File: src/rtl/dmem_param.sv
// rtl/dmem_param.sv - byte-addressed data memory with power-up clear sweep; DMEM_WR_FWD_EN forwards same-word writes to reads
module dmem_param #(
    parameter int DATA_W = 32,
    parameter int DEPTH  = 64,
    parameter int ADDR_W = 32
) (
    input  logic                  clk,
    input  logic                  reset,
    input  logic                  memRead,
    input  logic                  memWrite,
    input  logic [DATA_W/8-1:0]   byteEn,
    input  logic [ADDR_W-1:0]     addr,
    input  logic [DATA_W-1:0]     data,
    input  logic                  errClr,
    output logic [DATA_W-1:0]     dataOut,
    output logic                  rdValid,
    output logic                  ready,
    output logic                  addrErr
);

    localparam int NB = DATA_W / 8;
    localparam int BL = $clog2(NB);
    localparam int AW = $clog2(DEPTH);
    localparam logic [ADDR_W-1:0] LOW_MASK  = ADDR_W'((64'd1 << BL) - 64'd1);
    localparam logic [ADDR_W-1:0] HIGH_MASK = ~ADDR_W'((64'd1 << (BL + AW)) - 64'd1);

    typedef enum logic {INIT, RUN} state_t;

    state_t            state;
    logic [AW-1:0]     cnt;
    logic [DATA_W-1:0] mem [DEPTH];

    logic [AW-1:0]     widx;
    logic              bad;
    logic              acc_rd;
    logic              acc_wr;
    logic [DATA_W-1:0] cur;
    logic [DATA_W-1:0] merged;

    assign widx   = addr[BL+AW-1:BL];
    assign bad    = (|(addr & LOW_MASK)) | (|(addr & HIGH_MASK));
    assign acc_rd = (state == RUN) && memRead && !bad;
    assign acc_wr = (state == RUN) && memWrite && !bad;
    assign cur    = mem[widx];

    always_comb begin
        merged = cur;
        for (int i = 0; i < NB; i++) begin
            if (byteEn[i]) merged[8*i +: 8] = data[8*i +: 8];
        end
    end

    // Array has no reset of its own; the INIT sweep is what makes it known-zero.
    always_ff @(posedge clk) begin
        if (reset) begin
            if (state == INIT)
                mem[cnt] <= '0;
            else if (acc_wr)
                mem[widx] <= merged;
        end
    end

    always_ff @(posedge clk) begin
        if (!reset) begin
            state   <= INIT;
            cnt     <= '0;
            dataOut <= '0;
            rdValid <= 1'b0;
            ready   <= 1'b0;
            addrErr <= 1'b0;
        end else begin
            rdValid <= acc_rd;
            if (acc_rd) begin
`ifdef DMEM_WR_FWD_EN
                dataOut <= memWrite ? merged : cur;
`else
                dataOut <= cur;
`endif
            end

            case (state)
                INIT: begin
                    cnt <= cnt + 1'b1;
                    if (cnt == AW'(DEPTH - 1)) begin
                        state <= RUN;
                        ready <= 1'b1;
                    end
                end
                default: ;
            endcase

            // A new error wins over a simultaneous clear.
            if ((state == RUN) && (memRead || memWrite) && bad)
                addrErr <= 1'b1;
            else if (errClr)
                addrErr <= 1'b0;
        end
    end

endmodule

File: config.mk
export PLATFORM = sky130hd
export DESIGN_NAME = dmem_param
export DESIGN_NICKNAME = d
export VERILOG_FILES = /design/src/rtl/dmem_param.sv
export SDC_FILE = /design/constraint.sdc
export NUM_CORES = 2
export LEC_CHECK = 0
export BUFFER_PORTS_ARGS = -buffer_cell sky130_fd_sc_hd__buf_2
export CORE_UTILIZATION = 30
export DETAILED_ROUTE_END_ITERATION = 7
export PLACE_DENSITY_LB_ADDON = 0.2
export SYNTH_ARGS = -nofsm -noshare
export SYNTH_HDL_FRONTEND = slang
export SYNTH_SLANG_ARGS = --single-unit
File: constraint.sdc
create_clock -name clk -period 4.6 [get_ports clk]
set_input_delay 0.23 -clock clk [delete_from_list [all_inputs] [get_ports clk]]
set_output_delay 0.23 -clock clk [all_outputs]
set_load 0.01 [all_outputs]
# --- Word level (Yosys, flattened, before mapping) ---
# Memory sizes are Yosys's and may differ from the RTL's.
# Cells that the tools add are included.
op_classes:
  n_addsub: 1
  n_mux: 18
  reduce_logical: 13
  n_bitwise: 2
  n_eq_ne: 1
op_table:
  columns: ["cell", "count"]
  rows:
  - ["$mux 32", 1]
  - ["$mux 8", 4]
  - ["$reduce_or 32->1", 1]
  - ["$reduce_or 24->1", 1]
  - ["$mux 1", 12]
  - ["$add 6x1->6 const B", 1]
  - ["$eq 6x6->1 const B", 1]
  - ["$logic_and 1x1->1", 6]
  - ["$mux 6", 1]
  - ["$reduce_and 2->1", 1]
  - ["$reduce_bool 2->1", 1]
  - ["$reduce_or 2->1", 1]
  - ["$logic_not 1->1", 1]
  - ["$logic_or 1x1->1", 1]
  - ["$not 1->1", 1]
  - ["$or 1x1->1", 1]
word_totals:
  ramBits: 2048
  regBits: 42
  mem_count: 1
  out_inout_bits: 35
  in_bits: 73
mem_list:
  columns: ["name", "words", "word_bits", "read_ports", "rd_ports_with_merged_regs", "write_ports", "line", "rtl"]
  rows:
  - ["mem", 64, 32, 1, 0, 1, "31", "logic [DATA_W-1:0] mem [DEPTH];"]

# --- Depth between registers and ports, before layout ---
logic_depth:
  word_depth: 10
  mapped_depth: 11
  depth_no_buf: 6

# --- Worst setup path after synthesis ---
# No wires, ideal clock.
synth_path:
  kind: "input port to flip-flop"
  from: "in addr[18]"
  to: "mem mem[40][0], enable pin"
  stages: 7
  arrival_ns: 3.983
  slack_ns: 0.149
  required_ns: 4.132
  n_path_buf: 2
  cell_sequence: "nor4_1 -> and3_1 -> and4_1 -> buf_4 -> buf_2 -> mux2i_1 -> nor3b_1"
synth_via:
  elab_chain_len: 10
  word_cells_on_any_way: 11
  cone_classes: "6 x mux; 1 x bitwise; 4 x reduce/logical"
synth_rtl:
  columns: ["item", "line", "rtl"]
  rows:
  - ["start: declaration", "12", "input logic [ADDR_W-1:0] addr,"]
  - ["$reduce_or 24->1 (*)", "41", "assign bad = (|(addr & LOW_MASK)) | (|(addr & HIGH_MASK));"]
  - ["$or 1x1->1 (*)", "41", null]
  - ["$logic_not 1->1 (*)", "43", "assign acc_wr = (state == RUN) && memWrite && !bad;"]
  - ["$logic_and 1x1->1 (*)", "43", null]
  - ["$mux 1 (*)", "58", "else if (acc_wr)"]
  - ["$mux 1 (*)", "56", "if (state == INIT)"]
  - ["$mux 1 (*)", "55", "if (reset) begin"]
  - ["$mux 1 (not written as such) (*)", "59", "mem[widx] <= merged;"]
  - ["$reduce_or 32->1 (no line)", null, null]
  - ["$mux 6 (no line) or $mux 1 (tied branches)", null, null]
  - ["end: declaration", "31", null]
# Mark *: on every way between the ends. The rest lies on a longest branch, timed or not.

# --- Worst setup path after layout ---
layout_path:
  from: "in addr[2]"
  to: "mem mem[38][31], data pin"
layout_via:
  elab_chain_len: 3
layout_rtl:
  columns: ["item", "line", "rtl"]
  rows:
  - ["$mem_v2 64x32", null, null]
  - ["$mux 8", "49", "if (byteEn[i]) merged[8*i +: 8] = data[8*i +: 8];"]
  - ["$mux 32 (no line)", null, null]
# No other way between the ends.

==> flow_metrics.py <==
metrics = {
    "cells_and_area": {
        "layout_commonest_cell": "edfxtp_1",
        "drive_above_1_share_pct": 23.91,
        "nNetsFinal": 4564,
        "layout_common_cells": "2048 x edfxtp_1, 509 x mux2i_1, 321 x a22oi_1",
        "synthToLayoutAreaGrowth_pct": 18.39,
        "nFillCells": 24777,
    },
    "grt": {
        "antenna_found_initial": 8,
        "grt_pass1_vias": 41861,
        "grt_max_degree": 65,
        "grtUsageTotal_pct": 18.13,
        "grt-ovfl-total": 0,
        "grt_pass1_wl_um": 344600,
    },
    "setup_path": {
        "cp_slowest_cell": "a22oi_1",
        "path_delay_family": "buffers and inverters",
        "cp.required_ps": 5100,
        "crit_type": "input pin to flip-flop",
        "cp_data_arrival_time_ps": 4200,
        "endpoint_kind": "flip-flop",
        "path_cells": "buf_8 -> buf_12 -> buf_12 -> mux4_2 -> a22oi_1 -> nand4_1 -> buf_4 -> o211ai_1 -> buf_4 -> a21oi_4 -> buf_12",
        "crit_fanout": 44,
        "slowest_delay_ps": 760,
        "start_kind": "input pin",
        "crit_buf_inv": 6,
        "cpMostUsedCell": "buf_12",
    },
    "drt": {
        "drt_first_pass_iters": 6,
        "via_per_inst": 5.142,
        "drcViolationCount": 0,
        "wl_um": 249400,
        "drtAntennaViolNets": 0,
        "wl_per_cell_um": 30.30,
        "vias": 42331,
        "first_iter_violations": 4504,
    },
    "pwr": {
        "cellPowerDensity_nw_per_um2": 412.7,
        "leakagePower_uw": 0.02771,
        "peakVddDrop_mv": 0.3168,
    },
    "die": {
        "dieHeight_um": 522.0,
        "core_region_area_um2": 268400,
        "die_area_um2": 272500,
        "die_w_um": 522.0,
        "initial_utilization_pct": 30.23,
        "std_cell_rows": 190,
        "ios": 108,
    },
    "logic_synthesis": {
        "synth_area_per_cell_um2": 19.80,
        "synth.net_count": 4171,
        "yosys_warnings": 0,
        "yosys.area.top_type": "edfxtp_1",
        "synthDistinctLibCells": 61,
        "synth_ff_type": "edfxtp_1",
        "syn_area_um2": 81130,
        "yosys-mux-area-fraction_pct": 13.80,
        "synth_compound_area_share_pct": 4.881,
        "synth-seq-area-share_pct": 76.84,
        "synth_top_family_by_area": "multiplexers",
        "synth_top_area_share_pct": 75.80,
        "yosys.area_share.adder_pct": 0.01542,
        "ys_seq_elements": 2090,
        "synth-async-reset-ratio_pct": 0,
        "synth_xor_area_share_pct": 0.04318,
        "synth_edf_count": 2048,
        "postSynthCellCount": 4097,
        "synth_area_leaders": "edfxtp_1 76%, mux4_2 7.5%, mux2i_1 6.3%",
        "synth-simple-area-share_pct": 2.787,
    },
    "placed_design": {
        "portBuffers": 107,
        "dp_hpwl_um": 154700,
        "routabilityCongestion": 0.8517,
    },
    "timing": {
        "hold_viol_final": 0,
        "min_period_ps": 3695,
        "setup_viol_count_final": 0,
        "hold_slack_ps": 73.02,
        "maxSlewViolCount": 0,
        "fin_skew_ps": 40.35,
        "period_share_pct": 80.32,
        "fmax_mhz": 270.7,
        "rsz0062_at_grt": "false",
        "slew_headroom_pct": 14.39,
        "tightest_slew_ps": 1284,
        "totalNegativeSetupSlack_ps": 0,
    },
    "clock_network": {
        "cts_setup_buffers": 0,
        "cts_tree": "yes",
        "root_buffer": "clkbuf_16",
        "clockBufferDepth": 3,
        "cts.clk_slew.worst_paths_ps": 60,
        "cts_sinks": 2090,
        "cts-htree-levels": 4,
        "clk_latency_ps": 870,
        "cts_resized": 0,
        "numCtsBuffers": 214,
    },
    "min_path": {
        "min_path_type": "input pin to flip-flop",
    },
    "run_status": {
        "outcome": "completed",
    },
    "flow_run": {
        "max_cap_viol_count": 0,
    },
}
==> state kept, by name, indices dropped and copies added, names as in the netlist <==
signal	count
addrErr	1
state	1
cnt	6
mem	2048
dataOut	32
rdValid	1
ready	1
==> report_power, final <==
part | internal [µW] | switching [µW] | leakage, µW | total, µW
clock network | 9940 | 7340 | 0.00339 | 17300
logic | 564 | 1120 | 0.00842 | 1680
registers | 20700 | 19.7 | 0.0159 | 20700
total | 31200 | 8480 | 0.0277 | 39600
==> logic make-up after synthesis <==
logic type	after synthesis
AOI/OAI and AO/OA	526
and+or+nand+nor	437
muxes	781
buffers and inverters	258
DFF	2090
adders and majority gates	1
xor gates and xnor gates	4
==> Yosys cell counts, types with 3 or more instances <==
cell type and number:
edfxtp_1 2048, mux2i_1 509, a22oi_1 321, mux4_2 270, nand3_1 133, clkbuf_1 115
nor2_1 78, nand2_1 60, nand4_1 58, buf_2 52, nor2b_1 46, dfxtp_1 42
a21oi_1 38, buf_4 36, a22o_1 34, a221o_1 28, o211ai_1 28, buf_1 27
a31oi_1 22, buf_6 15, a31oi_2 11, nand2b_1 11, o21ai_0 11, and2_1 9
nor3_1 9, o21ai_1 8, and3_1 6, inv_1 6, nor4_1 6, nor3b_1 5
o21a_1 4, and4_1 3, nand3b_1 3, nor4_2 3, o2111ai_1 3, o22ai_1 3
o311ai_1 3, o31ai_1 3, xnor2_1 3
==> per-stage QoR <==
stage	cells	power, µW	setup slack [ps]	utilization (%)	cell area (µm²)
after floorplan	4097	21920	149.4	-	81130
after detailed placement	7817	22770	53.98	33.16	88990
after global placement	7817	22770	73.57	33.16	88990
final	8232	39640	905.4	35.79	96050
after CTS	8223	40010	970.5	35.78	96030
after global routing	8224	40740	921.3	35.78	96030
==> per-layer routing <==
metal	GRT usage (%)	share of wire, %	wire length, µm
met2	28.89	47	117300
met5	0	0.0028	7
met1	25.50	45	111800
met3	2.771	5.3	13120
met4	5.425	2.9	7172
==> area by class of cell <==
| cell class | count | area (µm²) | area share [%] |
|---|---|---|---|
| diodes | 9 | 22.52 | 0.02345 |
| clock buffers | 285 | 5776 | 6.013 |
| clock inverters | 112 | 1171 | 1.219 |
| inverters | 9 | 33.78 | 0.03517 |
| multi-input cells | 1749 | 18380 | 19.13 |
| flip-flops and latches | 2090 | 62340 | 64.90 |
| well taps | 3552 | 4444 | 4.627 |
| repair buffers | 426 | 3889 | 4.049 |
==> path summary, 6_finish.rpt <==
| path | start | end | slack, ps | cells past startpoint |
|---|---|---|---|---|
| setup reg to reg | mem[39][31] | mem[38][31] | 920 | 8 |
| hold / removal | data[5] | mem[16][5] | 70 | 4 |
| hold reg to reg | dataOut[19] | dataOut[19] | 460 | 2 |
| setup / recovery | addr[2] | mem[38][31] | 910 | 11 |
==> what timing repair did <==
item,CTS,global route
endpoints found under the setup margin,0,0
hold endpoints to repair,50,0
hold buffers,9,0
==> worst min-delay path, stage by stage <==
cell and delay (ps):
buf_2 100, nand2_1 120, a21oi_4 100, buf_12 180
Power figures use the tool's default switching activity.
